`src/rtl/mem_port_arbiter.sv`:
```
// Arbitrates one single-port variable-latency memory between fetch and data ports; data wins, bounded by a starvation counter.
// Latency: req seen at edge k -> mem_req in k+1, gnt one cycle after mem_ready; requesters stall until their gnt.
module mem_port_arbiter #(
  parameter int STARVE_LIMIT = 2,
  parameter int AW           = 32,
  parameter int DW           = 32
) (
  input  logic          clk,
  input  logic          reset,
  input  logic          if_req,
  input  logic [AW-1:0] if_addr,
  output logic          if_gnt,
  output logic [DW-1:0] if_rdata,
  output logic          if_stall,
  input  logic          d_req,
  input  logic          d_we,
  input  logic [AW-1:0] d_addr,
  input  logic [DW-1:0] d_wdata,
  output logic          d_gnt,
  output logic [DW-1:0] d_rdata,
  output logic          d_stall,
  output logic          mem_req,
  output logic          mem_we,
  output logic [AW-1:0] mem_addr,
  output logic [DW-1:0] mem_wdata,
  input  logic [DW-1:0] mem_rdata,
  input  logic          mem_ready
);

  localparam int CW = (STARVE_LIMIT < 1) ? 1 : $clog2(STARVE_LIMIT + 1);

  typedef enum logic [1:0] {IDLE, BUSY_I, BUSY_D} state_t;

  state_t        state, state_nxt;
  logic [CW-1:0] starve_cnt, starve_nxt;
  logic          d_win, i_win;

  // mem_req decodes straight from state so it drops the moment reset asserts.
  assign mem_req  = (state != IDLE);
  assign if_stall = if_req & ~if_gnt;
  assign d_stall  = d_req & ~d_gnt;

  always_ff @(posedge clk or negedge reset) begin
    if (!reset) begin
      state      <= IDLE;
      starve_cnt <= '0;
    end else begin
      state      <= state_nxt;
      starve_cnt <= starve_nxt;
    end
  end

  always_comb begin
    state_nxt  = state;
    starve_nxt = starve_cnt;
    d_win      = 1'b0;
    i_win      = 1'b0;
    case (state)
      IDLE: begin
        if (d_req && (!if_req || STARVE_LIMIT == 0 || int'(starve_cnt) < STARVE_LIMIT)) begin
          d_win     = 1'b1;
          state_nxt = BUSY_D;
          if (if_req && int'(starve_cnt) < STARVE_LIMIT)
            starve_nxt = starve_cnt + 1'b1;
        end else if (if_req) begin
          i_win      = 1'b1;
          state_nxt  = BUSY_I;
          starve_nxt = '0;
        end
        if (!if_req)
          starve_nxt = '0;
      end
      BUSY_I, BUSY_D: begin
        if (mem_ready)
          state_nxt = IDLE;
      end
      default: state_nxt = IDLE;
    endcase
  end

  always_ff @(posedge clk or negedge reset) begin
    if (!reset) begin
      if_gnt    <= 1'b0;
      d_gnt     <= 1'b0;
      if_rdata  <= '0;
      d_rdata   <= '0;
      mem_we    <= 1'b0;
      mem_addr  <= '0;
      mem_wdata <= '0;
    end else begin
      if_gnt <= (state == BUSY_I) && mem_ready;
      d_gnt  <= (state == BUSY_D) && mem_ready;
      if (d_win) begin
        mem_we    <= d_we;
        mem_addr  <= d_addr;
        mem_wdata <= d_wdata;
      end else if (i_win) begin
        mem_we    <= 1'b0;
        mem_addr  <= if_addr;
        mem_wdata <= '0;
      end
      if (state == BUSY_I && mem_ready)
        if_rdata <= mem_rdata;
      // Stores leave the previous load data visible.
      if (state == BUSY_D && mem_ready && !mem_we)
        d_rdata <= mem_rdata;
    end
  end

endmodule

```
`config.mk`:
```
export PLATFORM = sky130hd
export DESIGN_NAME = mem_port_arbiter
export DESIGN_NICKNAME = d
export VERILOG_FILES = /design/src/rtl/mem_port_arbiter.sv
export SDC_FILE = /design/constraint.sdc
export NUM_CORES = 1
export LEC_CHECK = 0
export ABC_AREA = 1
export CORE_MARGIN = 2
export CORE_UTILIZATION = 40
export DETAILED_ROUTE_END_ITERATION = 8
export PLACE_DENSITY = 0.79
export SYNTH_ARGS = -nofsm -noshare
export SYNTH_HDL_FRONTEND = slang
export SYNTH_SLANG_ARGS = --single-unit
```
`constraint.sdc`:
```
create_clock -name clk -period 3.2 [get_ports clk]
set_input_delay 0.96 -clock clk [delete_from_list [all_inputs] [get_ports clk]]
set_output_delay 0.96 -clock clk [all_outputs]
set_load 0.05 [all_outputs]
```
# Word-level counts from Yosys, hierarchy flattened
# Cells that the tools add are included.
# word_totals
ff_bits,135
out_inout_bits,134
word_cells,52
# op_classes
addsub,1
n_lt_le_gt_ge,1
eq_ne,5
mux,18
n_bitwise,4
reduce_logical,14
# op_table
op,count
two-way mux 32 bit,4
two-way mux 2 bit,6
two-way mux 1 bit,7
logical AND 1 bit,5
one-hot mux 2 bit (2 select lines),1
AND reduction 2 bit,2
nonzero test 2 bit,2
"!= test 3 x 2 -> 1 bit, second input constant",1
"!= test 3 bit, second input constant",1
"adder 2 x 1 -> 2 bit, second input constant",1
AND 1 bit,2
"equality test 2 x 1 -> 1 bit, second input constant",1
"equality test 2 bit, second input constant",1
zero test 1 bit,2
zero test 2 bit,1
"less-than comparator 2 bit, second input constant",1
"!= test 2 bit, second input constant",1
NOT 1 bit,2
OR reduction 2 bit,1
logical OR 1 bit,1

# Depth between registers and ports, before layout
# Gate-level depths: netlist of run 1.
# depth
depth_word,7
mapped_depth,10
mapped_depth_nobuf,9

# Worst setup path after synthesis of run 1
# OpenSTA, ideal clock, no wires.
# synth_path
path_type,input to output
from,in d_req
to,out d_stall
arrival_time_ns,1.626
required_time_ns,2.240
path_slack_ns,0.614
stages,2
n_path_buf,0
cell_sequence,inv_1 -> nor2_1
# synth_via
elab_chain_len,1
# synth_lines
element,line,text
start: declaration,15,"input logic d_req,"
AND 1 bit,41,assign d_stall = d_req & ~d_gnt;
end: declaration,21,"output logic d_stall,"
# Every way passes these cells.

# Final worst setup path of run 1
# layout_path
from,reg state[0]
to,out mem_req
# layout_via
elab_chain_len,1
# layout_lines
element,line,text
start: declaration,34,"state_t state, state_nxt;"
start signal: assignment,48,state <= state_nxt;
nonzero test 2 bit,39,assign mem_req = (state != IDLE);
end: declaration,22,"output logic mem_req,"
# Every way passes these cells.

==> metrics.yaml, run 1 <==
setup_path:
  end_kind: "output port"
  cp_common_cell: "inv_1"
  r2r_start: "state[0]$_DFFE_PN0P_"
  crit_buf_inv: 3
  critPathTopFamily: "buffers and inverters"
  reg2reg_slack_ps: 1140
  crit_type: "reg -> out"
  crit_fanout: 6
  path_cells: "inv_1, ha_1, inv_1, clkdlybuf4s50_1"
  required_ps: 2240
  max_stage_delay_ps: 830
  crit_path_top_delay_cell: "clkdlybuf4s50_1"
  cp-startpoint: "state[0]$_DFFE_PN0P_"
  r2r_cells: 8
  start_kind: "flop"
  r2r_end: "starve_cnt[0]$_DFFE_PN0P_"
  critPathArrivalTime_ps: 2060
power:
  p_total_mw: 10.7
  power.density_nw_per_um2: 1190
  leakage_nw: 4.41
  irDropWorstVdd_mv: 0.696
die:
  rows: 43
  start_util_pct: 40.5
  dieArea_um2: 14900
  die_height_um: 122
  core_area_um2: 13800
  die_w_um: 122
  pin_count: 268
yosys:
  avgSynthCellArea_um2: 8.47
  yosysWarnings: 0
  ys_seq_area_share_pct: 60.6
  syn_area_um2: 5580
  synth_fp_nets: 795
  ys_ff_latch: 135
  synth_cells: 658
  ys_types: 18
outcome:
  status: "completed"
sta:
  setup_ws_ps: 181
  tightest_slew_ps: 573
  setup_viol: 0
  fmax_mhz: 331
  period_needed_ps: 3020
  rsz0062_at_grt: "false"
  fin_crit_sh_pct: 94.3
  hold_violations: 0
  fin_setup_tns_ps: 0
  clock_skew_ps: 9.37
  slew_headroom_pct: 61.8
  finalMaxSlewViolations: 0
  fin_hold_ws_ps: 355
detailed_routing:
  drtAntennaViolNets: 0
  finalWirelength_mm: 16.1
  first_pass_iters: 4
  via_count: 5168
  drc: 0
  vias_per_cell: 4.65
  routedWlPerCell_um: 14.5
  drt_iter0_markers: 284
cts:
  path_clk_slew_ps: 60
  cts_hold_buf: 0
  cts_resized: 0
  cts_made_buffers: 17
  htreeDepth: 4
  cts_setup_buffers: 0
  clock-sinks: 135
  cts_root_buf: "clkbuf_16"
  clk_latency_ps: 410
  cts_tree: "yes"
  clock_path_buffers: 2
cells_and_area:
  multi_input_area_um2: 1850
  final_common_cell: "nand2_1"
  n_antenna_cell: 0
  fillCellCount: 1175
  seq_area_um2: 3380
  areaGrowthSynthToFinish_pct: 60.3
  utilization_pct: 64.9
  drive_gt1_share_pct: 5.36
  layout.nets: 1057
  layout_common_cells: "325 x nand2_1, 264 x clkdlybuf4s50_1, 135 x dfrtp_1"
placement:
  hpwl_mm: 11.4
  port_buffers: 267
  place.gp.congestion: 0.789
  pre_cts_ws_ps: 354
global_route:
  grt_pass1_wl_mm: 25.1
  grt-ovfl-total: 0
  grt_pass1_vias: 5008
  grt_max_degree: 80
  grt_antenna_before_repair: 0
  grt.total_usage_pct: 21.9
flow_run:
  drv_cap: 0
min_path:
  hold_path_class: "in -> async"
-- worst register-to-register path: cells and delay by family (launching register included) --
family / cells / cell delay [ps]
AOI/OAI and AO/OA: 1 / 90
adders and majority gates: 1 / 300
buffers and inverters: 3 / 700
DFF: 1 / 380
and+or+nand+nor: 3 / 510
-- cells in the mapped netlist, drive strengths merged --
cell	n	area (um^2)
dfrtp	135	3380
clkbuf	9	33.8
o21ai	69	345
nand2	329	1250
inv	46	175
nor2	4	15.0
a21oi	2	10.0
o22ai	1	6.26
nand3	34	170
buf	26	156
ha	3	37.5
-- cells by family after synthesis --
kind of cell	share of synthesized area (%)
flip-flops	60.6
buffers and inverters	6.55
AO/OA/AOI/OAI	6.49
AND/OR/NAND/NOR	25.7
adder cells (fa/ha/maj)	0.673
-- per-stage QoR --
| step | instances | cell area (um^2) |
|---|---|---|
| 2_1_floorplan | 658 | 5580 |
| 3_3_place_gp | 1081 | 8410 |
| 3_5_place_dp | 1081 | 8410 |
| 4_1_cts | 1112 | 8940 |
| 5_1_grt | 1112 | 8940 |
| 6_report | 1112 | 8940 |
-- worst max-delay path by stage --
stage / end / slack (ps) / cells past startpoint
floorplan: d_stall / 610 / 2
global placement: d_stall / 390 / 4
detailed placement: starve_cnt[0]$_DFFE_PN0P_ / 350 / 8
CTS: mem_req / 160 / 4
global route: mem_req / 90 / 4
finish: mem_req / 180 / 4
-- registers in the layout, summed over array words and instances, names as in the netlist --
signal / cells
if_gnt: 1
d_gnt: 1
state: 2
mem_we: 1
d_rdata: 32
mem_wdata: 32
starve_cnt: 2
if_rdata: 32
mem_addr: 32
-- final cells by class --
class	count	area share [%]
Timing Repair Buffer	278	31.2
Inverter	46	1.96
Multi-Input combinational cell	442	20.6
Clock buffer	20	5.00
Sequential cell	135	37.8
Tap cell	180	2.52
Clock inverter	11	0.882
-- per-layer routing --
layer	global-route usage [%]	part of all wire, %	up-vias
met4	8.69	2.1	0
met1	26.2	40	2363
met3	10.3	12	23
met2	34.4	46	230
li1	-	-	2552
met5	0	0	-
-- report_power, final --
| part | internal, mW | switching [mW] |
|---|---|---|
| combinational | 1.88 | 4.13 |
| clock | 1.00 | 0.716 |
| sequential | 2.49 | 0.430 |
Note: power is estimated with default switching activity, not from simulation.
==> run 2, diff against run 1 <==
- ABC_AREA: 1 -> unset
- CTS_BUF_LIST: unset -> sky130_fd_sc_hd__clkbuf_2 sky130_fd_sc_hd__clkbuf_4 sky130_fd_sc_hd__clkbuf_8
==> run 2 against run 1 <==
  * Largest cell class unchanged
  * Largest power group unchanged
  * Sequential share of layout area grew 0.61 points
  * Die area grew 0.26%
  * Design area shrank 1.6%
  * Total power grew 5.1%
  * First-iteration DRC count shrank 19%
  * Clock skew grew 7.5 ps
==> metrics.yaml, run 2 <==
yosys:
  synth-edff-count: 0
  ys_types: 26
  ys.flop_type: "dfrtp_1"
  async_flop_share_pct: 100
  synth_cells: 424
  synth_area_leaders: "dfrtp_1 60%, mux2_4 8.1%, mux2_2 6.8%"
  synthTopCellsByCount: "135 x dfrtp_1, 35 x a22o_1, 34 x mux2_2"
  synth_top_area_share_pct: 60.4
  synth_fp_nets: 561
  avgSynthCellArea_um2: 13.2
  yosysWarnings: 0
  ys_seq_area_share_pct: 60.4
  syn_area_um2: 5590
  synth_top_cell_by_area: "dfrtp_1"
  ys_ff_latch: 135
  synth.most_common_cell: "dfrtp_1"
cts:
  cts_tree: "yes"
  cts_root_buf: "clkbuf_8"
  htreeDepth: 4
  cts_setup_buffers: 0
  clock_path_buffers: 2
  cts_resized: 0
  cts_hold_buf: 0
  path_clk_slew_ps: 70
  cts_made_buffers: 17
  clock-sinks: 135
  clk_latency_ps: 440
cells_and_area:
  fillCellCount: 1050
  multi_input_area_um2: 1960
  seq_area_um2: 3380
  layout_common_cells: "263 x clkdlybuf4s50_1, 135 x dfrtp_1, 35 x a22o_1"
  layout.nets: 825
  final_common_cell: "clkdlybuf4s50_1"
  stdcell_count: 881
  drive_gt1_share_pct: 16.6
  areaGrowthSynthToFinish_pct: 57.3
  utilization_pct: 63.9
sta:
  fin_setup_tns_ps: 0
  rsz0062_at_grt: "false"
  fmax_mhz: 350
  clock_skew_ps: 16.8
  tightest_slew_ps: 585
  slew_headroom_pct: 61.0
  period_needed_ps: 2860
  fin_hold_ws_ps: 496
  fin_crit_sh_pct: 89.4
  setup_viol: 0
  finalMaxSlewViolations: 0
  hold_violations: 0
  setup_ws_ps: 340
min_path:
  hold_path_class: "in -> async"
power:
  irDropWorstVdd_mv: 0.735
  leakage_nw: 3.78
  power.density_nw_per_um2: 1270
placement:
  place.gp.congestion: 0.779
  pre_cts_ws_ps: 337
  port_buffers: 267
  place_inst: 849
  hpwl_mm: 11.0
setup_path:
  crit_path_top_delay_cell: "clkdlybuf4s50_1"
  path_cells: "clkdlybuf4s50_1, nor2b_1, buf_12"
  max_stage_delay_ps: 530
  start_kind: "input port"
  r2r_cells: 6
  end_kind: "output port"
  crit_fanout: 2
  critPathArrivalTime_ps: 1900
  required_ps: 2240
  r2r_end: "mem_addr[28]$_DFFE_PN0P_"
  crit_type: "in -> out"
  reg2reg_slack_ps: 1360
  r2r_start: "state[1]$_DFFE_PN0P_"
die:
  start_util_pct: 40.6
  die_height_um: 122
  pin_count: 268
  die_w_um: 122
  rows: 43
  core_area_um2: 13800
  dieArea_um2: 14900
detailed_routing:
  vias_per_cell: 5.10
  first_pass_iters: 4
  drt_iter0_markers: 230
  finalWirelength_mm: 15.3
  drtAntennaViolNets: 0
  routedWlPerCell_um: 17.4
  via_count: 4492
  drc: 0
global_route:
  grt_antenna_before_repair: 1
  grt_pass1_vias: 4652
  grt_max_degree: 65
  grt_pass1_wl_mm: 23.6
  grt.total_usage_pct: 20.7
  grt-ovfl-total: 0
outcome:
  status: "completed"
flow_run:
  drv_cap: 0
run 2: how the worst max path moves through the flow:
stage / endpoint / slack [ps] / start
2_1_floorplan: if_stall / 470 / if_req
3_5_place_dp: d_stall / 340 / d_req
4_1_cts: mem_req / 70 / state[1]$_DFFE_PN0P_
6_report: d_stall / 340 / d_req
5_1_grt: d_stall / 300 / d_req
3_3_place_gp: d_stall / 330 / d_req
run 2: cell type report:
cell class | instances | area share (%)
clock inverters | 8 | 1.11
clock buffers | 23 | 3.39
inverters | 4 | 0.171
well taps | 180 | 2.56
repair buffers | 280 | 32.0
multi-input cells | 250 | 22.3
flip-flops and latches | 135 | 38.4
diodes | 1 | 0.0284
run 2: power breakdown:
| group | leakage (nW) | internal, mW | switching (mW) |
|---|---|---|---|
| sequential | 1.62 | 2.57 | 0.475 |
| combinational | 1.96 | 2.46 | 4.30 |
| clock | 0.198 | 0.771 | 0.624 |
| total | 3.78 | 5.80 | 5.40 |
run 2: cell families (layout without fill, tap and decap cells):
kind of cell               after synthesis  after routing  synth area share (%)
DFF                                    135            135                  60.4
AOI/OAI and AO/OA                      104            104                  12.5
and+or+nand+nor                         78             78                  6.71
muxes                                   65             65                  15.1
buffers and inverters                   39            315                  4.63
adders and majority gates                3              3                 0.672
other                                    0              1                     0
run 2: per-stage QoR:
stage	cell area [um^2]	total power [mW]
after detailed placement	8400	9.85
after floorplan	5590	7.55
after global routing	8800	11.7
final	8800	11.2
after global placement	8400	9.71
after CTS	8790	11.3
run 2: per-layer routing:
metal	global-route usage (%)	wire [um]	up-vias
met3	7.71	1400	20
met1	23.5	5940	2209
met2	34.9	7720	207
met4	8.76	287	0
met5	0	0	-
li1	-	-	2056
run 2: worst max-delay path, delay by kind of cell:
family,cells,cell delay (ps)
buf+inv,2,700
simple gates,1,240
